==> src/rtl/pwm_capture.sv <==
// rtl/pwm_capture.sv - recovers per-frame PWM duty counts as a signed sample and tracks tone period
module pwm_capture #(
   parameter int N = 8,
   parameter int P = 13
) (
   input  logic         clk,
   input  logic         reset,
   input  logic         fs_clk,
   input  logic         pwm_pos,
   input  logic         pwm_neg,
   output logic [N-1:0] sample_pos,
   output logic [N-1:0] sample_neg,
   output logic [N:0]   sample,
   output logic         sample_valid,
   output logic [P-1:0] period,
   output logic         period_valid,
   output logic         silent
);

   localparam logic [N-1:0] CNT_MAX = '1;
   localparam logic [P-1:0] PCNT_MAX = '1;

   typedef enum logic [1:0] {IDLE, POS, NEG} sign_t;

   logic [1:0]   pos_sync, neg_sync;
   logic         sp, sn;
   logic [N-1:0] cnt_pos, cnt_neg;
   logic         primed;
   logic [P-1:0] pcnt;
   logic         armed;
   sign_t        state, state_next;
   logic         is_pos, is_neg, rising;

   assign sp = pos_sync[1];
   assign sn = neg_sync[1];

   always_ff @(posedge clk or posedge reset) begin
      if (reset) begin
         pos_sync <= '0;
         neg_sync <= '0;
      end else begin
         pos_sync <= {pos_sync[0], pwm_pos};
         neg_sync <= {neg_sync[0], pwm_neg};
      end
   end

   // The strobe cycle itself belongs to the new frame, so the counters load the synced bit.
   always_ff @(posedge clk or posedge reset) begin
      if (reset) begin
         cnt_pos      <= '0;
         cnt_neg      <= '0;
         primed       <= 1'b0;
         sample_pos   <= '0;
         sample_neg   <= '0;
         sample       <= '0;
         sample_valid <= 1'b0;
      end else begin
         sample_valid <= fs_clk & primed;
         if (fs_clk) begin
            cnt_pos <= {{(N-1){1'b0}}, sp};
            cnt_neg <= {{(N-1){1'b0}}, sn};
            primed  <= 1'b1;
            if (primed) begin
               sample_pos <= cnt_pos;
               sample_neg <= cnt_neg;
               sample     <= {1'b0, cnt_pos} - {1'b0, cnt_neg};
            end
         end else begin
            if (sp && cnt_pos != CNT_MAX) cnt_pos <= cnt_pos + 1'b1;
            if (sn && cnt_neg != CNT_MAX) cnt_neg <= cnt_neg + 1'b1;
         end
      end
   end

   always_ff @(posedge clk or posedge reset) begin
      if (reset) state <= IDLE;
      else       state <= state_next;
   end

   always_comb begin
      state_next = state;
      rising     = 1'b0;
      is_pos     = sample_valid && !sample[N] && (sample != '0);
      is_neg     = sample_valid && sample[N];
      case (state)
         IDLE: begin
            if (is_pos)      state_next = POS;
            else if (is_neg) state_next = NEG;
         end
         POS: if (is_neg) state_next = NEG;
         NEG: begin
            if (is_pos) begin
               state_next = POS;
               rising     = 1'b1;
            end
         end
         default: state_next = IDLE;
      endcase
   end

   // The first crossing only re-arms; a period is reported from the second crossing on.
   always_ff @(posedge clk or posedge reset) begin
      if (reset) begin
         pcnt         <= '0;
         armed        <= 1'b0;
         period       <= '0;
         period_valid <= 1'b0;
         silent       <= 1'b0;
      end else begin
         period_valid <= 1'b0;
         if (sample_valid) begin
            if (rising) begin
               pcnt <= '0;
               if (armed) begin
                  period       <= pcnt + 1'b1;
                  period_valid <= 1'b1;
               end else begin
                  armed  <= 1'b1;
                  silent <= 1'b0;
               end
            end else if (pcnt != PCNT_MAX) begin
               pcnt <= pcnt + 1'b1;
               if (pcnt == PCNT_MAX - 1'b1) begin
                  silent <= 1'b1;
                  armed  <= 1'b0;
               end
            end
         end
      end
   end

endmodule

==> config.mk <==
export PLATFORM = sky130hd
export DESIGN_NAME = pwm_capture
export DESIGN_NICKNAME = d
export VERILOG_FILES = /design/src/rtl/pwm_capture.sv
export SDC_FILE = /design/constraint.sdc
export NUM_CORES = 1
export LEC_CHECK = 0
export CAP_MARGIN = 20
export CORE_MARGIN = 2
export CORE_UTILIZATION = 45
export CTS_CLUSTER_DIAMETER = 120
export CTS_CLUSTER_SIZE = 14
export DETAILED_ROUTE_END_ITERATION = 8
export HOLD_SLACK_MARGIN = 0.15
export PLACE_DENSITY = 0.65
export SLEW_MARGIN = 15
export SYNTH_ARGS = -nofsm -noshare
export SYNTH_HDL_FRONTEND = slang
export SYNTH_SLANG_ARGS = --single-unit
==> constraint.sdc <==
create_clock -name clk -period 6.1 [get_ports clk]
set_clock_uncertainty 0.1 [all_clocks]
set_input_delay 1.22 -clock clk [delete_from_list [all_inputs] [get_ports clk]]
set_output_delay 1.22 -clock clk [all_outputs]
set_load 0.1 [all_outputs]
==> After elaboration in Yosys (flattened, before gate mapping) <==
Cells that the tools add are included.
{ "classes": {"add_sub_neg": 4, "n_eq_ne": 8, "n_mux": 22, "n_bitwise": 1, "reduce_logical": 17} }
{ "op_table": {"columns": ["cell", "count"], "rows": [
  ["$mux 8", 4],
  ["$mux 13", 2],
  ["$add 8x1->8 const B", 2],
  ["$ne 8x8->1 const B", 2],
  ["$add 13x1->13 const B", 1],
  ["$eq 13x13->1 const B", 1],
  ["$ne 13x13->1 const B", 1],
  ["$mux 1", 12],
  ["$reduce_bool 9->1", 1],
  ["$sub 8x8->9", 1],
  ["$reduce_bool 2->1", 4],
  ["$mux 2", 3],
  ["$pmux 2 s3", 1],
  ["$reduce_and 3->1", 2],
  ["$logic_and 1x1->1", 5],
  ["$ne 2x2->1 const B", 2],
  ["$reduce_and 2->1", 2],
  ["$reduce_and 4->1", 1],
  ["$eq 2x1->1 const B", 1],
  ["$eq 2x2->1 const B", 1],
  ["$logic_not 2->1", 1],
  ["$and 1x1->1", 1],
  ["$logic_not 1->1", 1]
]} }
{ "word_totals": {"ff_bits": 78, "inputBits": 5, "output_inout_bits": 41, "wordCells": 67} }

==> Depth between registers and ports, before layout <==
{ "logic_depth": {"ltp_word": 7, "ltp_mapped": 8, "depth_no_buf": 8} }

==> Least setup slack after synthesis <==
OpenSTA, ideal clock, no wires.
{ "synth_path": {"kind": "reg2out", "from": "register sample_valid", "to": "output port sample_valid", "arrival_ps": 1023, "slack_ps": 3757, "path_stages_with_launch": 1, "cell_sequence": "dfrtp_1"} }
{ "synth_rtl": {"columns": ["item", "line_no", "source"], "rows": [
  ["from (decl)", "14", "output logic sample_valid,"],
  ["from (signal assigned)", "58", "sample_valid <= fs_clk & primed;"]
]} }
No word-level cell between the ends.

==> Worst setup path after layout <==
{ "layout_path": {"from": "register sample_valid", "to": "output port sample_valid"} }
No word-level cell between the ends.

==> results.md <==
* GRT Residual Overflow at 0
* Initial drt markers at between 90 and 100
* Worst Hold End: neg_sync[1]$_DFF_PP0_
* Final Wtd Congestion at between 0.7 and 0.8
* Setup TNS at 0 ns
* Detailed placement HPWL at roughly 5.2 mm
* Cts hold-fix bufs at 0
* Die W at approximately 95 um
* Reg2Reg Depth at 6
* Worst hold slack at about 0.26 ns
* Ys flop type: dfrtp_1
* Synth Area per Inst at between 10 and 15 um2
* Top-Level Pins at 46
* DRC at 0
* Port bufs at 45
* Starting density of the core at 0.460
* DR pass1 iterations at 4
* WP data arrival at 2.12 ns
* Yosys cell types at 53
* Height of the die at approximately 95 um
* Vias per cell at 5.21
* Crit Reg-Reg Startpoint: pcnt[0]$_DFFE_PP0P_
* Vias at ~2700
* Post-synth ARST share at 1.00
* Cells after Synth at between 300 and 400
* MaxCap Viol Count at 0
* CP endpoint kind: output port
* Overall Global Routing Usage at 0.180
* Cells on Worst Hold Path at 0
* Clock transition at path regs at approximately 0.080 ns
* R2r endpoint: pcnt[11]$_DFFE_PP0P_
* Post-Synth Simple-Gate Area at 0.171
* CTS tree: done
* Clk Latency, worst-skew pair at ~0.35 ns
* Final WL at roughly 7.3 mm
* EDFF count, synth at 0
* Final nets at 430
* Compound-Gate Fraction of Synth Area at 0.149
* YS warnings at 0
* Most common library cells after synthesis: dfrtp_1 (78), nand2_1 (49), o21ai_0 (42), nor2_1 (27), inv_1 (16)
* Clock tree sinks at a little under 80
* Final setup violation count at 0
* Final ANT Viol Nets at 0
* Worst ir drop on vdd at 0.000192 V
* Setup Buffers After CTS at 0
* Slew Viols, Final at 0
* Slew Limit Headroom at 0.349
* Mux share of post-synthesis cell area at 0.0264
* Startpoint class of the critical path: flip-flop
* Hold_sp: neg_sync[0]$_DFF_PP0_
* Multi-input gate area at approximately 0.0016 mm2
* Post-layout min period at around 3.4 ns
* Placeable Area at just over 0.008 mm2
* Resized Gates After CTS at 0
* Worst Path Buf+Inv at 1
* Total Die Area at around 0.0091 mm2
* Vias in the first global route at roughly 2600
* Cts bufs inserted at 9
* Fin. Hold Viols at 0
* Leading area contributor after synthesis: dfrtp_1
* Max incr delay on CP at about 1.2 ns
* Count leader, synth: dfrtp_1
* Register area at between 0.0015 and 0.002 mm2
* Post-Synth Adder-Cell Area at 0.0455
* Min-Delay Path Class: flip-flop to flip-flop
* Leak Pwr at 1.84 nW
* Synth Area in XOR/XNOR at 0.0492
* Synth area leaders: dfrtp_1 (52%), o21ai_0 (5.6%), nand2_1 (4.9%)
* Register-to-register setup slack at just under 4 ns
* RSZ-0062 raised after global routing: false
* Critical Path Source: sample_valid$_DFF_PP0_
* DR WL/cell at between 10 and 15 um
* Pwr dens at 345 mW/mm2
* Syn_nets at roughly 390
* Post-layout util at 0.545
* Maximum number of pins on one net before global-route repair at 51
* Max Root-Sink Buffers at 2
* First-pass GRT wire length at between 10 and 15 mm
* Number of synthesized register bits at 78
* Fin crit share at 0.564
* H-tree Lvls at 3
* Top delay family on crit path: buffers and inverters
* Crit-path cells: clkdlybuf4s50_1
* Register area share after synthesis at 0.522
* Max Freq at 291 MHz
* Overall power at roughly 1.5 mW
* Layout area overhead at 18.6%
* # rows at 33
* Worst Tran Pin Value at between 0.9 and 1 ns
* Crit Path Max Fanout at 9
* Fillers at 746
* Layout cells sized above 1 at 0.0962
* Antenna violations before repair at 0
* Crit-path slowest cell: clkdlybuf4s50_1
* Ant diodes at 0
* Combinational family with the most area after synthesis: simple AND/OR/NAND/NOR gates
* Status: finished clean
* Critical path type: flip-flop to output port
* WP data required at between 4 and 5 ns
* Mapped cell area at 0.00374 mm2
* Root buffer cell: clkbuf_8
* Top-area cell type share of the netlist area at 0.522
==> metal layers <==
metal / vias to the layer above / routed length [um] / GRT usage
met5: - / 0 / 0
met3: 13 / 223 / 0.0427
met2: 42 / 3710 / 0.305
li1: 1372 / - / -
met4: 0 / 153 / 0.0725
met1: 1288 / 3240 / 0.220
==> how the worst max path moves through the flow <==
stage / end / slack (ns) / cells after the start
floorplan: armed$_DFFE_PP0P_ / 2.78 / 1
global placement: sample_neg[0]$_DFFE_PP0P_ / 2.56 / 4
detailed placement: sample_neg[0]$_DFFE_PP0P_ / 2.50 / 4
CTS: sample_valid / 2.63 / 1
global route: sample_valid / 2.57 / 1
finish: sample_valid / 2.66 / 1
==> placed cells by master (no fill, tap or decap), types with 4 or more instances in the layout <==
cell type	instances
mux2_2	7
clkdlybuf4s50_1	45
nor3_1	7
ha_1	12
nand2_1	49
dfrtp_1	78
nand3_1	13
o21ai_0	42
o31ai_1	8
a21oi_1	8
xor2_1	8
o21a_1	5
o21ai_1	4
clkbuf_8	11
inv_1	15
xnor2_1	13
nor2_1	27
==> cell families (layout without fill, tap and decap cells) <==
kind of cell	count (synthesis)	count (layout)
buffers and inverters	30	78
AOI/OAI and AO/OA	88	88
adders and majority gates	13	13
muxes	9	9
and+or+nand+nor	129	129
xor gates and xnor gates	21	21
DFF	78	78
==> power breakdown <==
group	switching, mW	total [mW]	internal, mW	leakage (nW)
registers	0.0741	0.655	0.581	1.03
clock network	0.181	0.348	0.167	0.0845
logic	0.389	0.525	0.137	0.724
==> flip-flops by register name, summed over array words and instances, names as in the netlist, 2 cells and up <==
| name | cells |
|---|---|
| cnt_neg | 8 |
| cnt_pos | 8 |
| neg_sync | 2 |
| pcnt | 13 |
| period | 13 |
| pos_sync | 2 |
| sample | 9 |
| sample_neg | 8 |
| sample_pos | 8 |
| state | 2 |
==> cell type report <==
type | count | area share
inverters | 16 | 0.0138
well taps | 105 | 0.0296
clock inverters | 3 | 0.00451
flip-flops and latches | 78 | 0.440
repair buffers | 47 | 0.105
clock buffers | 12 | 0.0350
multi-input cells | 260 | 0.372
==> stage by stage <==
step | setup slack, ns | area (um2) | std cells
CTS | 2.63 | 4430 | 521
finish | 2.66 | 4430 | 521
detailed placement | 2.50 | 4260 | 506
floorplan | 2.78 | 3740 | 368
global route | 2.57 | 4430 | 521
global placement | 2.56 | 4260 | 506
Power figures use the tool's default switching activity.
